--- src/rtl/dcache_wt.sv ---
// Direct-mapped, write-through, no-write-allocate data cache with one-word lines.
// Optional performance counters are built when DCACHE_PERF_EN is defined.
module dcache_wt #(
  parameter int unsigned LINES = 64
) (
  input  logic        clk,
  input  logic        rst,
  input  logic        ram_en,
  input  logic        ram_read_en,
  input  logic        ram_write_en,
  input  logic [31:0] ram_addr,
  input  logic [3:0]  ram_select,
  input  logic [31:0] ram_write_data,
  output logic [31:0] ram_read_data,
  output logic        is_cache_hit,
  output logic        mem_en,
  output logic        mem_read_en,
  output logic        mem_write_en,
  output logic [31:0] mem_addr,
  output logic [3:0]  mem_select,
  output logic [31:0] mem_write_data,
  input  logic        cache_flush,
  input  logic [31:0] mem_read_data
`ifdef DCACHE_PERF_EN
  ,
  output logic [31:0] perf_access_cnt,
  output logic [31:0] perf_miss_cnt
`endif
);

  localparam int unsigned IDX_W = $clog2(LINES);
  localparam int unsigned TAG_W = 30 - IDX_W;

  typedef enum logic {StIdle, StFill} state_e;

  state_e             r_state;
  logic [LINES-1:0]   r_valid;
  logic [TAG_W-1:0]   r_tag  [LINES];
  logic [31:0]        r_data [LINES];
  logic [IDX_W-1:0]   r_fill_idx;
  logic [TAG_W-1:0]   r_fill_tag;

  logic [IDX_W-1:0]   w_idx;
  logic [TAG_W-1:0]   w_tag;
  logic               w_line_hit;
  logic               w_rd;
  logic               w_wr;
  logic               w_miss;
  logic               w_unused;

  assign w_idx      = ram_addr[IDX_W+1:2];
  assign w_tag      = ram_addr[31:IDX_W+2];
  assign w_line_hit = r_valid[w_idx] && (r_tag[w_idx] == w_tag);
  assign w_wr       = ram_en && ram_write_en;
  assign w_rd       = ram_en && ram_read_en && !ram_write_en;
  assign w_miss     = (r_state == StIdle) && w_rd && !w_line_hit;
  assign w_unused   = ^ram_addr[1:0];

  always_comb begin
    is_cache_hit   = 1'b1;
    ram_read_data  = '0;
    mem_en         = 1'b0;
    mem_read_en    = 1'b0;
    mem_write_en   = 1'b0;
    mem_addr       = '0;
    mem_select     = '0;
    mem_write_data = '0;
    if (r_state == StFill) begin
      is_cache_hit = 1'b0;
    end else begin
      if (w_line_hit) ram_read_data = r_data[w_idx];
      if (w_wr) begin
        mem_en         = 1'b1;
        mem_write_en   = 1'b1;
        mem_addr       = {ram_addr[31:2], 2'b00};
        mem_select     = ram_select;
        mem_write_data = ram_write_data;
      end else if (w_miss) begin
        is_cache_hit = 1'b0;
        mem_en       = 1'b1;
        mem_read_en  = 1'b1;
        mem_addr     = {ram_addr[31:2], 2'b00};
        mem_select   = 4'hF;
      end
    end
  end

  always_ff @(posedge clk or posedge rst) begin
    if (rst) begin
      r_state    <= StIdle;
      r_valid    <= '0;
      r_fill_idx <= '0;
      r_fill_tag <= '0;
    end else begin
      unique case (r_state)
        StIdle: begin
          if (w_miss) begin
            r_state    <= StFill;
            r_fill_idx <= w_idx;
            r_fill_tag <= w_tag;
          end
          if (cache_flush) r_valid <= '0;
        end
        StFill: begin
          r_state <= StIdle;
          // Flush wins over the fill: the line stays invalid and the held read misses again.
          if (cache_flush) r_valid <= '0;
          else             r_valid[r_fill_idx] <= 1'b1;
        end
        default: r_state <= StIdle;
      endcase
    end
  end

  // Tag/data arrays carry no reset; validity alone decides whether contents matter.
  always_ff @(posedge clk) begin
    if (r_state == StFill) begin
      r_data[r_fill_idx] <= mem_read_data;
      r_tag[r_fill_idx]  <= r_fill_tag;
    end else if (w_wr && w_line_hit) begin
      for (int b = 0; b < 4; b++) begin
        if (ram_select[b]) r_data[w_idx][8*b +: 8] <= ram_write_data[8*b +: 8];
      end
    end
  end

`ifdef DCACHE_PERF_EN
  always_ff @(posedge clk or posedge rst) begin
    if (rst) begin
      perf_access_cnt <= '0;
      perf_miss_cnt   <= '0;
    end else begin
      if (w_rd && is_cache_hit && (perf_access_cnt != 32'hFFFF_FFFF)) begin
        perf_access_cnt <= perf_access_cnt + 32'd1;
      end
      if (w_miss && (perf_miss_cnt != 32'hFFFF_FFFF)) begin
        perf_miss_cnt <= perf_miss_cnt + 32'd1;
      end
    end
  end
`endif

endmodule

--- config.mk ---
export PLATFORM = sky130hd
export DESIGN_NAME = dcache_wt
export DESIGN_NICKNAME = d
export VERILOG_FILES = /design/src/rtl/dcache_wt.sv
export SDC_FILE = /design/constraint.sdc
export NUM_CORES = 2
export LEC_CHECK = 0
export ABC_AREA = 0
export BUFFER_PORTS_ARGS = -buffer_cell sky130_fd_sc_hd__buf_2
export CELL_PAD_IN_SITES_DETAIL_PLACEMENT = 0
export CELL_PAD_IN_SITES_GLOBAL_PLACEMENT = 1
export CORE_MARGIN = 2
export CORE_UTILIZATION = 56
export CTS_BUF_LIST = sky130_fd_sc_hd__clkbuf_16
export DETAILED_ROUTE_END_ITERATION = 6
export PLACE_DENSITY = 0.84
export SLEW_MARGIN = 15
export SYNTH_ARGS = -nofsm -noshare
export SYNTH_HDL_FRONTEND = slang
export SYNTH_SLANG_ARGS = --single-unit
export TNS_END_PERCENT = 30
--- constraint.sdc ---
create_clock -name clk -period 5.9 [get_ports clk]
set_clock_uncertainty 0.1 [all_clocks]
set_input_delay 0.59 -clock clk [delete_from_list [all_inputs] [get_ports clk]]
set_output_delay 0.59 -clock clk [all_outputs]
set_load 0.03 [all_outputs]
==> flow_summary.json <==
{
  "holdPathEnd": "r_data[19][23]$_DFFE_PP_",
  "gp_congestion": 0.9132,
  "final_cells": 11451,
  "worst-slew-pin-transition_ns": 1.296,
  "h-tree-depth": 5,
  "required_ns": 5.21,
  "synth_flop_cell": "edfxtp_1",
  "met1_usage_pct": 39.38,
  "ys_top_cells_by_area": "edfxtp_1 (74%), mux4_2 (14%), mux2i_1 (2.9%)",
  "cp_common_cell": "buf_4",
  "switchingPower_w": 0.01246,
  "r2r_end": "r_data[17][26]$_DFFE_PP_",
  "synth_top_area_cell": "edfxtp_1",
  "power_frac_seq_pct": 53.3,
  "synth_xor_area_share_pct": 0.1511,
  "cp-start-kind": "primary input",
  "drt_iter0_drc": 11777,
  "synth_compound_area_share_pct": 1.543,
  "synth_top_family_by_area": "multiplexers",
  "maxCapViolCount": 0,
  "max_slew_margin_pct": 13.39,
  "sw_frac_of_total_pct": 22.06,
  "synth_top_cell_area_share_pct": 74.25,
  "powerDensity_nw_per_um2": 336.0,
  "hp-start": "mem_read_data[23]",
  "drcViolationCount": 2,
  "core_area_um2": 257200,
  "cpLargestDelayFamily": "simple AND/OR/NAND/NOR gates",
  "synth_edf_count": 3584,
  "synthSimpleGateAreaFrac_pct": 3.290,
  "fin_nets": 7891,
  "pin_count": 210,
  "drtPass1Iterations": 7,
  "port_buffers": 205,
  "clockPowerShare_pct": 40.8,
  "tritoncts": "yes",
  "clock_latency_ns": 1.01,
  "antenna_found_initial": 20,
  "r2r_setup_slack_ns": 0.21,
  "clkSlewWorstSetupHoldPaths_ns": 0.06,
  "avgRoutedWirePerCell_um": 35.63,
  "dieArea_um2": 262900,
  "netlist_instances": 6896,
  "synth_area_um2": 144900,
  "post-route-min-period_ns": 6.102,
  "muxShareOfSynthArea_pct": 17.67,
  "hold_viol": 0,
  "cts_sinks": 3679,
  "drtAntennaViolNets": 0,
  "synth_cell_types": 79,
  "synth_seq_cells": 3679,
  "busiest_layer": "met2",
  "rr_startpoint": "r_tag[46][12]$_DFFE_PP_",
  "worst-path-buf-inv": 9,
  "clock-root-buffer": "clkbuf_16",
  "p_int_w": 0.04405,
  "outcome": "complete, but fails checks",
  "ys_async_sr_fraction_pct": 2.582,
  "syn2layout_area_growth_pct": 16.03,
  "cp_cell_sequence": "buf_8, buf_12, nor2b_2, buf_4, a22oi_1, nand3_1, nand4_1, buf_4, nor3_1, buf_4, xnor2_1, a2111o_1, nor4_4, buf_4, nand3_4, or2_4, buf_16, a311oi_4, buf_6, buf_6",
  "ir_drop_v": 0.0003610,
  "rows": 186,
  "report.final.slew_viol_count": 0,
  "place_inst": 10754,
  "post-route-period-util_pct": 103.4,
  "vias": 77314,
  "path_depth": 20,
  "violations": "DRC, setup timing",
  "worstHoldPathType": "in -> reg",
  "grt_start_max_net_pins": 139,
  "dp_hpwl_um": 241600,
  "grt-ovfl-total": 0,
  "gr-usage-met3_pct": 6.819,
  "fmax_mhz": 163.9,
  "cts_buffers": 370,
  "rsz0062_at_grt": "yes",
  "leakagePower_nw": 55.14,
  "utilization_pct": 65.40,
  "cts_buffer_depth": 4,
  "grt_util_all_layers_pct": 30.82,
  "drt_wl_total_um": 408000,
  "use_met2_pct": 49.62,
  "viasPerCell": 6.752,
  "yosysSeqAreaShare_pct": 75.89,
  "grt_pass1_wl_um": 571700,
  "critical_path_class": "in -> out",
  "syn_avg_cell_area_um2": 21.02,
  "slowest_stage": "nor2b_2",
  "combPwrFrac_pct": 6.0,
  "drive_above_1_share_pct": 31.43,
  "grt_pass1_vias": 77707,
  "worstRegToRegCells": 18,
  "fill_cells": 15826,
  "endpoint_kind": "output pin",
  "slowest_delay_ns": 0.51,
  "cp.arrival_ns": 5.41,
  "hold_depth": 3,
  "dieHeight_um": 512.8,
  "setup_viol": 62,
  "start_util_pct": 56.37,
  "dieWidth_um": 512.8,
  "synth_fa_ha_area_share_pct": 0,
  "cp_max_fo": 19,
  "fin_ws_ns": -0.2016,
  "ys_warn_count": 0
}
-- power by group through the flow --
stage               registers, W  clock network, W  logic (W)
floorplan                 0.0303                 0    0.00182
global placement          0.0305                 0    0.00315
detailed placement        0.0306                 0    0.00321
CTS                       0.0301            0.0231    0.00330
global route              0.0301            0.0241    0.00348
finish                    0.0301            0.0230    0.00338
-- worst register-to-register path: cells and delay by family (launching register included) --
kind                   cells  cell delay, ns
AO/OA/AOI/OAI              4            0.94
buffers and inverters      7            1.31
XOR/XNOR                   1            0.18
flip-flops                 1            0.36
AND/OR/NAND/NOR            5            1.89
multiplexers               1            0.48
-- layout make-up --
class / count / area, um2 / area share, %
flip-flops and latches: 3679 / 110100 / 65.44
multi-input cells: 2800 / 33770 / 20.08
clock buffers: 376 / 9409 / 5.594
repair buffers: 919 / 8302 / 4.936
well taps: 3384 / 4234 / 2.518
clock inverters: 268 / 2318 / 1.379
inverters: 15 / 73.82 / 0.04389
diodes: 10 / 25.02 / 0.01488
-- per-stage QoR --
step	area [um2]	setup TNS (ns)	total power [W]	hold WS (ns)	setup slack (ns)
floorplan	145000	0	0.03211	0.3608	0.4320
global placement	155100	-537.12	0.03369	0.3725	-0.5590
detailed placement	155200	-504.83	0.03383	0.3864	-0.5873
CTS	167600	-1.601	0.05651	0.1235	-0.1805
global route	168200	-5.435	0.05770	0.1586	-0.2290
finish	168200	-3.972	0.05651	0.1611	-0.2016
-- cells in the mapped netlist (14+ instances only) --
master and count:
and2_1 41, mux2i_1 418, mux2_1 30, a21oi_1 31, buf_1 28, nand4_1 23
dfrtp_1 95, and3_1 19, xnor2_1 14, mux2_2 47, buf_6 24, buf_4 46
nand2b_1 18, nand3_1 79, inv_1 14, o21ai_0 18, nor2b_1 72, o22ai_1 17
clkbuf_1 167, edfxtp_1 3584, a221oi_1 20, a22oi_1 117, nor2_1 621, nand2_1 139
buf_2 136, mux4_2 913
-- sequential cells by signal, indices dropped and copies added (netlist names) --
register,count
r_data,2048
r_tag,1536
r_valid,64
r_fill_tag,24
r_fill_idx,6
r_state,1
-- repair_timing --
action                                  CTS  global route
hold buffers                             25             0
endpoints found under the setup margin   68            68
pin swaps                                10            13
gates cloned                              3             2
buffers inserted                          2             9
endpoints found under the hold margin    63             0
gates resized for setup                  88           100
-- cell usage in the layout, fill, tap and decap left out, types with 79 or more instances in the layout --
cell type / n
clkinv_1: 79
a22oi_1: 117
buf_2: 158
buf_4: 569
nand2_1: 137
buf_12: 111
mux4_2: 913
nor2_1: 549
clkbuf_16: 378
mux2i_1: 417
edfxtp_1: 3584
-- how the worst max path moves through the flow --
stage / slack (ns) / from / to
6_report: -0.20 / ram_addr[3] / ram_read_data[1]
5_1_grt: -0.23 / ram_addr[2] / ram_read_data[13]
4_1_cts: -0.18 / r_tag[28][14]$_DFFE_PP_ / ram_read_data[10]
3_5_place_dp: -0.59 / ram_addr[2] / r_data[18][31]$_DFFE_PP_
3_3_place_gp: -0.56 / ram_addr[2] / r_data[16][27]$_DFFE_PP_
2_1_floorplan: 0.43 / ram_addr[3] / ram_read_data[13]
-- cells by family (layout without fill, tap and decap cells) --
logic type	Yosys count	in the layout
other	1	12
muxes	1408	1408
and+or+nand+nor	1068	1068
xor gates and xnor gates	25	25
AOI/OAI and AO/OA	297	297
buffers and inverters	418	1578
DFF	3679	3679
-- metal layers --
layer / wire, um / up-vias
li1: - / 30194
met3: 44630 / 1116
met5: 134 / -
met4: 25950 / 20
met1: 138100 / 40142
met2: 199200 / 5842
Note: power is estimated with default switching activity, not from simulation.
